## src/rtl/pipe_stage_reg.sv

```systemverilog
// pipe_stage_reg -- elastic pipeline register placed between two CPU stages.
//
// Carries an opaque packed payload (e.g. {ins, PC, lat}) under a valid/ready
// handshake. With SKID=1 a second (skid) entry lets in_ready come straight
// from a flop, so the upstream ready path does not see out_ready. With
// SKID=0 there is a single entry and in_ready is combinational.
//
// Ports:
//   clk        rising-edge clock
//   reset      asynchronous, active-low reset
//   flush      synchronous; drops every held beat and the beat offered now
//   in_valid   upstream beat present
//   in_data    upstream payload (DATA_W bits)
//   in_ready   stage can accept a beat this cycle
//   out_valid  downstream beat present
//   out_data   downstream payload; BUBBLE_VAL while out_valid=0
//   out_ready  downstream accepts this cycle
//   stall_cnt  saturating count of cycles with out_valid & ~out_ready
//   bubble_cnt saturating count of cycles with ~out_valid & out_ready
//   clr_cnt    synchronous clear of both counters (wins over increment)
module pipe_stage_reg #(
    parameter int unsigned       DATA_W     = 96,
    parameter int unsigned       SKID       = 1,
    parameter logic [DATA_W-1:0] BUBBLE_VAL = '0,
    parameter int unsigned       CNT_W      = 16
) (
    input  logic              clk,
    input  logic              reset,
    input  logic              flush,
    input  logic              in_valid,
    input  logic [DATA_W-1:0] in_data,
    output logic              in_ready,
    output logic              out_valid,
    output logic [DATA_W-1:0] out_data,
    input  logic              out_ready,
    output logic [CNT_W-1:0]  stall_cnt,
    output logic [CNT_W-1:0]  bubble_cnt,
    input  logic              clr_cnt
);

    typedef enum logic [1:0] {
        EMPTY = 2'd0,
        ONE   = 2'd1,
        TWO   = 2'd2
    } state_e;

    state_e              state_q, state_d;
    logic                rdy_q;
    logic [DATA_W-1:0]   main_q, main_d;
    logic [DATA_W-1:0]   skid_q, skid_d;
    logic [CNT_W-1:0]    stall_q, stall_d;
    logic [CNT_W-1:0]    bubble_q, bubble_d;
    logic                in_xfer;
    logic                out_xfer;

    function automatic logic [CNT_W-1:0] sat_inc(input logic [CNT_W-1:0] c);
        return (&c) ? c : c + CNT_W'(1);
    endfunction

    assign out_valid = (state_q != EMPTY);
    // Payload registers are not reset; the valid mask keeps stale data off
    // the output, so nothing partial escapes after a reset.
    assign out_data  = out_valid ? main_q : BUBBLE_VAL;

    // With SKID=0 the FSM never reaches TWO: from ONE an input transfer is
    // only possible when out_ready also drains the register.
    assign in_ready  = (SKID != 0) ? rdy_q : ((state_q == EMPTY) | out_ready);

    assign in_xfer   = in_valid & in_ready;
    assign out_xfer  = out_valid & out_ready;

    assign stall_cnt  = stall_q;
    assign bubble_cnt = bubble_q;

    always_comb begin
        state_d = state_q;
        main_d  = main_q;
        skid_d  = skid_q;
        if (flush) begin
            state_d = EMPTY;
        end else begin
            unique case (state_q)
                EMPTY: begin
                    if (in_xfer) begin
                        state_d = ONE;
                        main_d  = in_data;
                    end
                end
                ONE: begin
                    if (in_xfer && out_xfer) begin
                        main_d = in_data;
                    end else if (in_xfer) begin
                        state_d = TWO;
                        skid_d  = in_data;
                    end else if (out_xfer) begin
                        state_d = EMPTY;
                    end
                end
                TWO: begin
                    if (out_xfer) begin
                        state_d = ONE;
                        main_d  = skid_q;
                    end
                end
                default: state_d = EMPTY;
            endcase
        end
    end

    always_comb begin
        stall_d  = stall_q;
        bubble_d = bubble_q;
        if (clr_cnt) begin
            stall_d  = '0;
            bubble_d = '0;
        end else begin
            if (out_valid && !out_ready) begin
                stall_d = sat_inc(stall_q);
            end
            if (!out_valid && out_ready) begin
                bubble_d = sat_inc(bubble_q);
            end
        end
    end

    always_ff @(posedge clk or negedge reset) begin
        if (!reset) begin
            state_q  <= EMPTY;
            rdy_q    <= 1'b1;
            stall_q  <= '0;
            bubble_q <= '0;
        end else begin
            state_q  <= state_d;
            rdy_q    <= (state_d != TWO);
            stall_q  <= stall_d;
            bubble_q <= bubble_d;
        end
    end

    always_ff @(posedge clk) begin
        main_q <= main_d;
        skid_q <= skid_d;
    end

endmodule

```

## config.mk

```make
export PLATFORM = sky130hd
export DESIGN_NAME = pipe_stage_reg
export DESIGN_NICKNAME = d
export VERILOG_FILES = /design/src/rtl/pipe_stage_reg.sv
export SDC_FILE = /design/constraint.sdc
export NUM_CORES = 1
export LEC_CHECK = 0
export CAP_MARGIN = 10
export CORE_ASPECT_RATIO = 1.25
export CORE_UTILIZATION = 57
export DETAILED_ROUTE_END_ITERATION = 10
export DONT_BUFFER_PORTS = 1
export GPL_TIMING_DRIVEN = 0
export PLACE_DENSITY = 0.8
export SYNTH_ARGS = -nofsm -noshare
export SYNTH_HDL_FRONTEND = slang
export SYNTH_SLANG_ARGS = --single-unit
```

## constraint.sdc

```tcl
create_clock -name clk -period 10.3 [get_ports clk]
set_input_delay 0.515 -clock clk [delete_from_list [all_inputs] [get_ports clk]]
set_output_delay 0.515 -clock clk [all_outputs]
set_load 0.02 [all_outputs]
```

==> run metrics, run 1 <==
Slew Limit Fails 0; commonest non-fill, non-tap cells in the layout edfxtp_1, mux2_2, and2_1, dfrtp_1, clkbuf_16; DRC 0; setup TNS 0 ns; Fill cells 1147; Peak supply drop between 0.15 and 0.2 mV; Crit Path Class register to output pin; grt ovf 0; total die area 0.0173 mm^2; post-synthesis sequential area ratio a little over two thirds; Fmax approximately 0.31 GHz; worst r2r src in_ready$_DFF_PN1_; input/output buffers 0; hold_ws 0.0747 ns; clock sink total 227; IO Count 232; FP Rows 52; root buf cell clkbuf_16; Syn-to-layout area delta 12.0%; RSZ-0062 raised after global routing no; slowest stage delay, CP 0.51 ns; setup violation total in the final timing report 0; placed wire-length estimate ~14 mm; min Tclk post-route 3.18 ns; GPL Wtd Cong 0.941; Clock transition at path regs 0.06 ns; first-pass GRT wire length just over 30 mm; worst hold endpoint state_q[0]$_DFF_PN0_; most common cell after layout, fill and taps aside edfxtp_1; Hold Crit Depth 1; Netlist cell types 48; Worst Skew 0.0145 ns; CTS H-tree lvls 1; Synth area leader edfxtp_1; Die X about 120 um; depth of the worst register-to-register path 6; core region area ~0.016 mm^2; total power 1.95 mW; Max-cap violations 0; Net Count, Synth 719; Min-Delay Startpoint flush; Avg Vias per Cell approximately 6; GR peak layer met2; Max Buffers Root-to-Sink 3; Worst Tran Pin Value 0.947 ns; worst relative slew slack a little under two fifths; Initial Util 58.6%; #FFs+latches synth between 200 and 250; vias in the first global route 5683; Avg Cell Area, Syn ~16 um^2; Startpoint Class register; Clock Latency Late Sink 0.50 ns; per-cell routed wire length 22.7 um; Critical Path AT 2.67 ns; Area contributors post-synth edfxtp_1, mux2_2, dfrtp_1; met1 Track Usage GR 26.5%; post-layout util 65.6%; CP required 9.79 ns; post_cts resized 0; Post-Syn Area 0.00957 mm^2; share of cells above drive strength 1 between 20% and 30%; Critical Path, Cell by Cell nor2_1 > inv_1 > clkbuf_1 > clkbuf_1 > and2_1; Worst Path Max Fanout 10; Ys Warns 0; FF-to-FF End main_q[4]$_DFFE_PP_; crit path capture type output pin; met3 usage 9.16%; Hold/Removal Path Class input port to register; Area after DPL approximately 0.010 mm^2; Leak 3.67 nW; most repeated library cell on the critical path clkbuf_1; status completed; endpoints failing hold 0; clock buffer count from CTS 23; post-cts hold buffer count 2; Total GRT Usage 23.1%; pwr/cell area roughly 180 mW/mm^2; TritonRoute pass-1 iters 5; CTS tree yes; Synth top area share 60.3%; post-route cell area 0.0107 mm^2; fin nets around 760; post-CTS setup buffers 0; largest net degree at the start of global routing 36; Routed WL between 20 and 25 mm; number of diodes 0; Iter 0 DRT Violations 385; reg2reg setup slack ~7.4 ns; Crit-path slowest cell dfrtp_1; Detail Route Antenna Nets 0; Die Span Y 147 um; synthesized instance count just over 600; routing usage on met2 39.7%; Period Utilization, post-route a little under a third; via count about 5300; initial antenna violation count 0
-- Yosys cell counts (all sizes together) --
library cell    n
mux2i           1
dfstp           1
nor2b           4
o21ai           5
a211oi          2
nand3b          1
o211a           1
o21ba           1
o311ai          4
buf            13
o31ai          12
and2           98
nor3            6
a21o            1
xor2            1
dlygate4sd1     1
ha              2
or2             2
nand2b          2
and3            3
nand3          12
o211ai          1
a21oi          23
edfxtp        192
inv             6
o21a            1
nand2          14
nand4           9
and3b           1
nand4bb         1
clkinv          1
nor3b           1
o31a            1
nor2           10
mux2           99
and4            2
or4            13
clkbuf         12
nor4            7
dfrtp          34
or3             6
o41ai           7
o221a           1
-- how the worst max path moves through the flow --
stage,slack (ns),start,end
detailed placement,7.36,out_ready,main_q[78]$_DFFE_PP_
finish,7.12,state_q[1]$_DFF_PN0_,out_data[65]
global placement,1.22,out_ready,skid_q[76]$_DFFE_PP_
CTS,7.05,state_q[1]$_DFF_PN0_,out_data[80]
global route,6.96,state_q[0]$_DFF_PN0_,out_data[80]
floorplan,3.72,out_ready,skid_q[0]$_DFFE_PP_
-- layer usage --
layer | wire length, um | vias to the layer above
met5 | 0 | -
met4 | 524 | 0
met3 | 2120 | 40
met2 | 10200 | 236
met1 | 7140 | 2636
li1 | - | 2409
-- sequential cells by signal, indices dropped and copies added (netlist names) --
register and cells:
stall_cnt 16, state_q 2, main_q 96, skid_q 96
in_ready 1, bubble_cnt 16
-- report_power, final --
part	internal, mW	switching (mW)
Clock	0.433	0.316
Combinational	0.0475	0.101
Sequential	1.04	0.0109
Total	1.52	0.428
-- cell families (layout without fill, tap and decap cells) --
| family | count (synthesis) | count (layout) | synth area share (%) |
|---|---|---|---|
| buf+inv | 33 | 82 | 1.65 |
| compound gates | 60 | 60 | 4.22 |
| fa+ha+maj | 2 | 2 | 0.262 |
| flops | 227 | 227 | 69.4 |
| mux | 100 | 100 | 11.8 |
| xor+xnor | 1 | 1 | 0.0916 |
| simple gates | 192 | 192 | 12.6 |
-- stage by stage --
step,worst slack [ns],instances
finish,7.12,880
global route,6.96,880
CTS,7.05,880
detailed placement,7.36,841
global placement,1.22,831
floorplan,3.72,615
-- final cells by class --
cell class | count | area (um^2) | share of cell area, %
buffer | 26 | 131 | 1.23
clock buffer | 32 | 609 | 5.69
clock inverter | 5 | 47.5 | 0.444
inverter | 7 | 26.3 | 0.245
multi-input combinational | 355 | 2790 | 26.1
sequential | 227 | 6640 | 62.0
tap | 216 | 270 | 2.52
timing repair buffer | 12 | 191 | 1.79
-- critical path: cells and delay by family, from the launching register on --
kind | cells | cell delay [ns]
DFF | 1 | 0.51
and+or+nand+nor | 2 | 0.50
buffers and inverters | 3 | 1.16
Power figures use the tool's default switching activity.
==> run 2: changes to the inputs <==
clock period = 2.9 ns   (was 10.3 ns; I/O delays follow)
==> run 2 against run 1 <==
Register-to-register slack worse by 7.0 ns. Non-clock buffer count is 103 higher. Count of clock-buffer cells in the layout decreased by 6. Largest power group unchanged.
==> run metrics, run 2 (synthesis results as in run 1) <==
CP required 2.76 ns (was 9.79 ns); commonest non-fill, non-tap cells in the layout edfxtp_1, dlygate4sd3_1, mux2_2, and2_1, dfrtp_1 (was edfxtp_1, mux2_2, and2_1, dfrtp_1, clkbuf_16); Max-cap violations 0 (unchanged); vias in the first global route 6333 (was 5683); reg2reg setup slack 0.43 ns (was 7.43 ns); IO Count 232 (unchanged); pwr/cell area 628 mW/mm^2 (was 182 mW/mm^2); clock sink total 227 (unchanged); Die X 118 um (unchanged); sequential share of power 49.8% (was 53.9%); Initial Util 58.6% (unchanged); placed wire-length estimate 13.9 mm (was 14.4 mm); Worst Tran Pin Value 0.904 ns (was 0.947 ns); depth of the worst register-to-register path 6 (unchanged); sw frac 22.2% (was 22.0%); crit path capture type output pin (unchanged); root buf cell clkbuf_16 (unchanged); Avg Vias per Cell 6.00 (was 6.05); crit path launch state_q[0]$_DFF_PN0_ (was state_q[1]$_DFF_PN0_); CTS H-tree lvls 1 (unchanged); multi-input logic area 0.00280 mm^2 (was 0.00279 mm^2); Detail Route Antenna Nets 0 (unchanged); Period Utilization, post-route around nine tenths; share of cells above drive strength 1 22.5% (was 24.4%); FP Rows 52 (unchanged); non-filler cells, final 987 (was 880); Clk pwr share 41.1% (was 38.5%); Clock Latency Late Sink 0.51 ns (was 0.50 ns); most common cell after layout, fill and taps aside edfxtp_1 (unchanged); worst r2r src in_ready$_DFF_PN1_ (unchanged); core region area 0.0163 mm^2 (unchanged); post-CTS setup buffers 0 (unchanged); Comb pwr share 9.1% (was 7.6%); Hold/Removal Path Class input port to register (unchanged); clock buffer count from CTS 22 (was 23); Peak supply drop 0.670 mV (was 0.153 mV); first-pass GRT wire length 34.6 mm (was 31.1 mm); worst hold endpoint stall_cnt[2]$_DFFE_PN0P_ (was state_q[0]$_DFF_PN0_); Iter 0 DRT Violations 423 (was 385); Max Buffers Root-to-Sink 3 (unchanged); FF-to-FF End main_q[1]$_DFFE_PP_ (was main_q[4]$_DFFE_PP_); TritonRoute pass-1 iters 5 (unchanged); Crit Path Class register to output pin (unchanged); setup violation total in the final timing report 0 (unchanged); Worst Skew 0.0160 ns (was 0.0145 ns); Internal Power 5.82 mW (was 1.52 mW); sw power 1.66 mW (was 0.428 mW); Worst Path Max Fanout 10 (unchanged); total power 7.48 mW (was 1.95 mW); status completed (unchanged); Die Span Y 147 um (unchanged); endpoints failing hold 0 (unchanged); setup TNS 0 ns (unchanged); via count 5919 (was 5321); per-cell routed wire length 22.5 um (was 22.7 um); Fill cells 975 (was 1147); largest net degree at the start of global routing 36 (unchanged); worst relative slew slack 39.2% (was 36.8%); Syn-to-layout area delta 24.5% (was 12.0%); Min-Delay Startpoint out_ready (was flush); Slew Limit Fails 0 (unchanged); Total GRT Usage 25.6% (was 23.1%); RSZ-0062 raised after global routing no (unchanged); DRC 0 (unchanged); Routed WL 22.2 mm (was 20.0 mm); Regs by FF count main_q (96), skid_q (96) (unchanged); Fmax 0.379 GHz; Cell Count Post-Placement 843 (was 841); fin nets 858 (was 756); GPL Wtd Cong 0.898 (was 0.941); CTS tree yes (unchanged); total die area 0.0173 mm^2 (unchanged); initial antenna violation count 1 (was 0); input/output buffers 0 (unchanged); Leak 4.17 nW (was 3.67 nW); Clock transition at path regs 0.06 ns (about the same); grt ovf 0 (unchanged); Critical Path AT 2.49 ns (was 2.67 ns); register area 0.00664 mm^2 (unchanged); Startpoint Class register (unchanged); hold_ws 0.0594 ns (was 0.0747 ns); Hold Crit Depth 3 (was 1); min Tclk post-route 2.64 ns
run 2: worst max path at each step:
stage	to	slack, ns	depth (start not counted)
floorplan	skid_q[0]$_DFFE_PP_	-1.32	2
global placement	skid_q[93]$_DFFE_PP_	-2.80	2
detailed placement	main_q[93]$_DFFE_PP_	0.42	6
CTS	out_data[64]	0.10	5
global route	out_data[57]	0.07	5
finish	out_data[58]	0.26	5
run 2: through the flow:
stage	utilization, %	area [um^2]	worst slack (ns)
after floorplan	-	9600	-1.32
after global placement	60.4	9870	-2.80
after detailed placement	61.7	10100	0.424
after CTS	72.9	11900	0.103
after global routing	72.9	11900	0.0670
final	72.9	11900	0.262
run 2: per-layer routing:
metal / vias up / global-route usage, % / wire length (um) / part of all wire [%]
met2: 294 / 45.7 / 11700 / 53
met4: 0 / 8.85 / 527 / 2.4
met5: - / 0 / 0 / 0
met3: 46 / 7.45 / 2020 / 9.1
met1: 2941 / 29.2 / 7910 / 36
li1: 2638 / - / - / -
run 2: cell type report:
type	instances	share of cell area, %
timing repair buffer	115	10.5
antenna	1	0.0210
inverter	7	0.221
buffer	26	1.11
multi-input combinational	355	23.5
tap	216	2.27
sequential	227	55.8
clock buffer	26	4.83
clock inverter	14	1.71
run 2: what timing repair did:
item	CTS	global route
hold buffers	103	0
gates resized for setup	0	2
hold endpoints to repair	252	0
endpoints found under the setup margin	0	20
run 2: worst max-delay path, cell delays in order (launching register included):
cell and delay, ns:
dfrtp_1 0.52, nor2_1 0.15, inv_1 0.30, clkbuf_2 0.28
clkbuf_1 0.37, and2_1 0.36
run 2: power by group through the flow:
stage / Combinational (mW) / Clock, mW / Sequential [mW]
2_1_floorplan: 0.397 / 0 / 3.78
3_3_place_gp: 0.475 / 0 / 3.80
3_5_place_dp: 0.525 / 0 / 3.79
4_1_cts: 0.677 / 3.10 / 3.72
5_1_grt: 0.726 / 3.24 / 3.73
6_report: 0.683 / 3.08 / 3.72
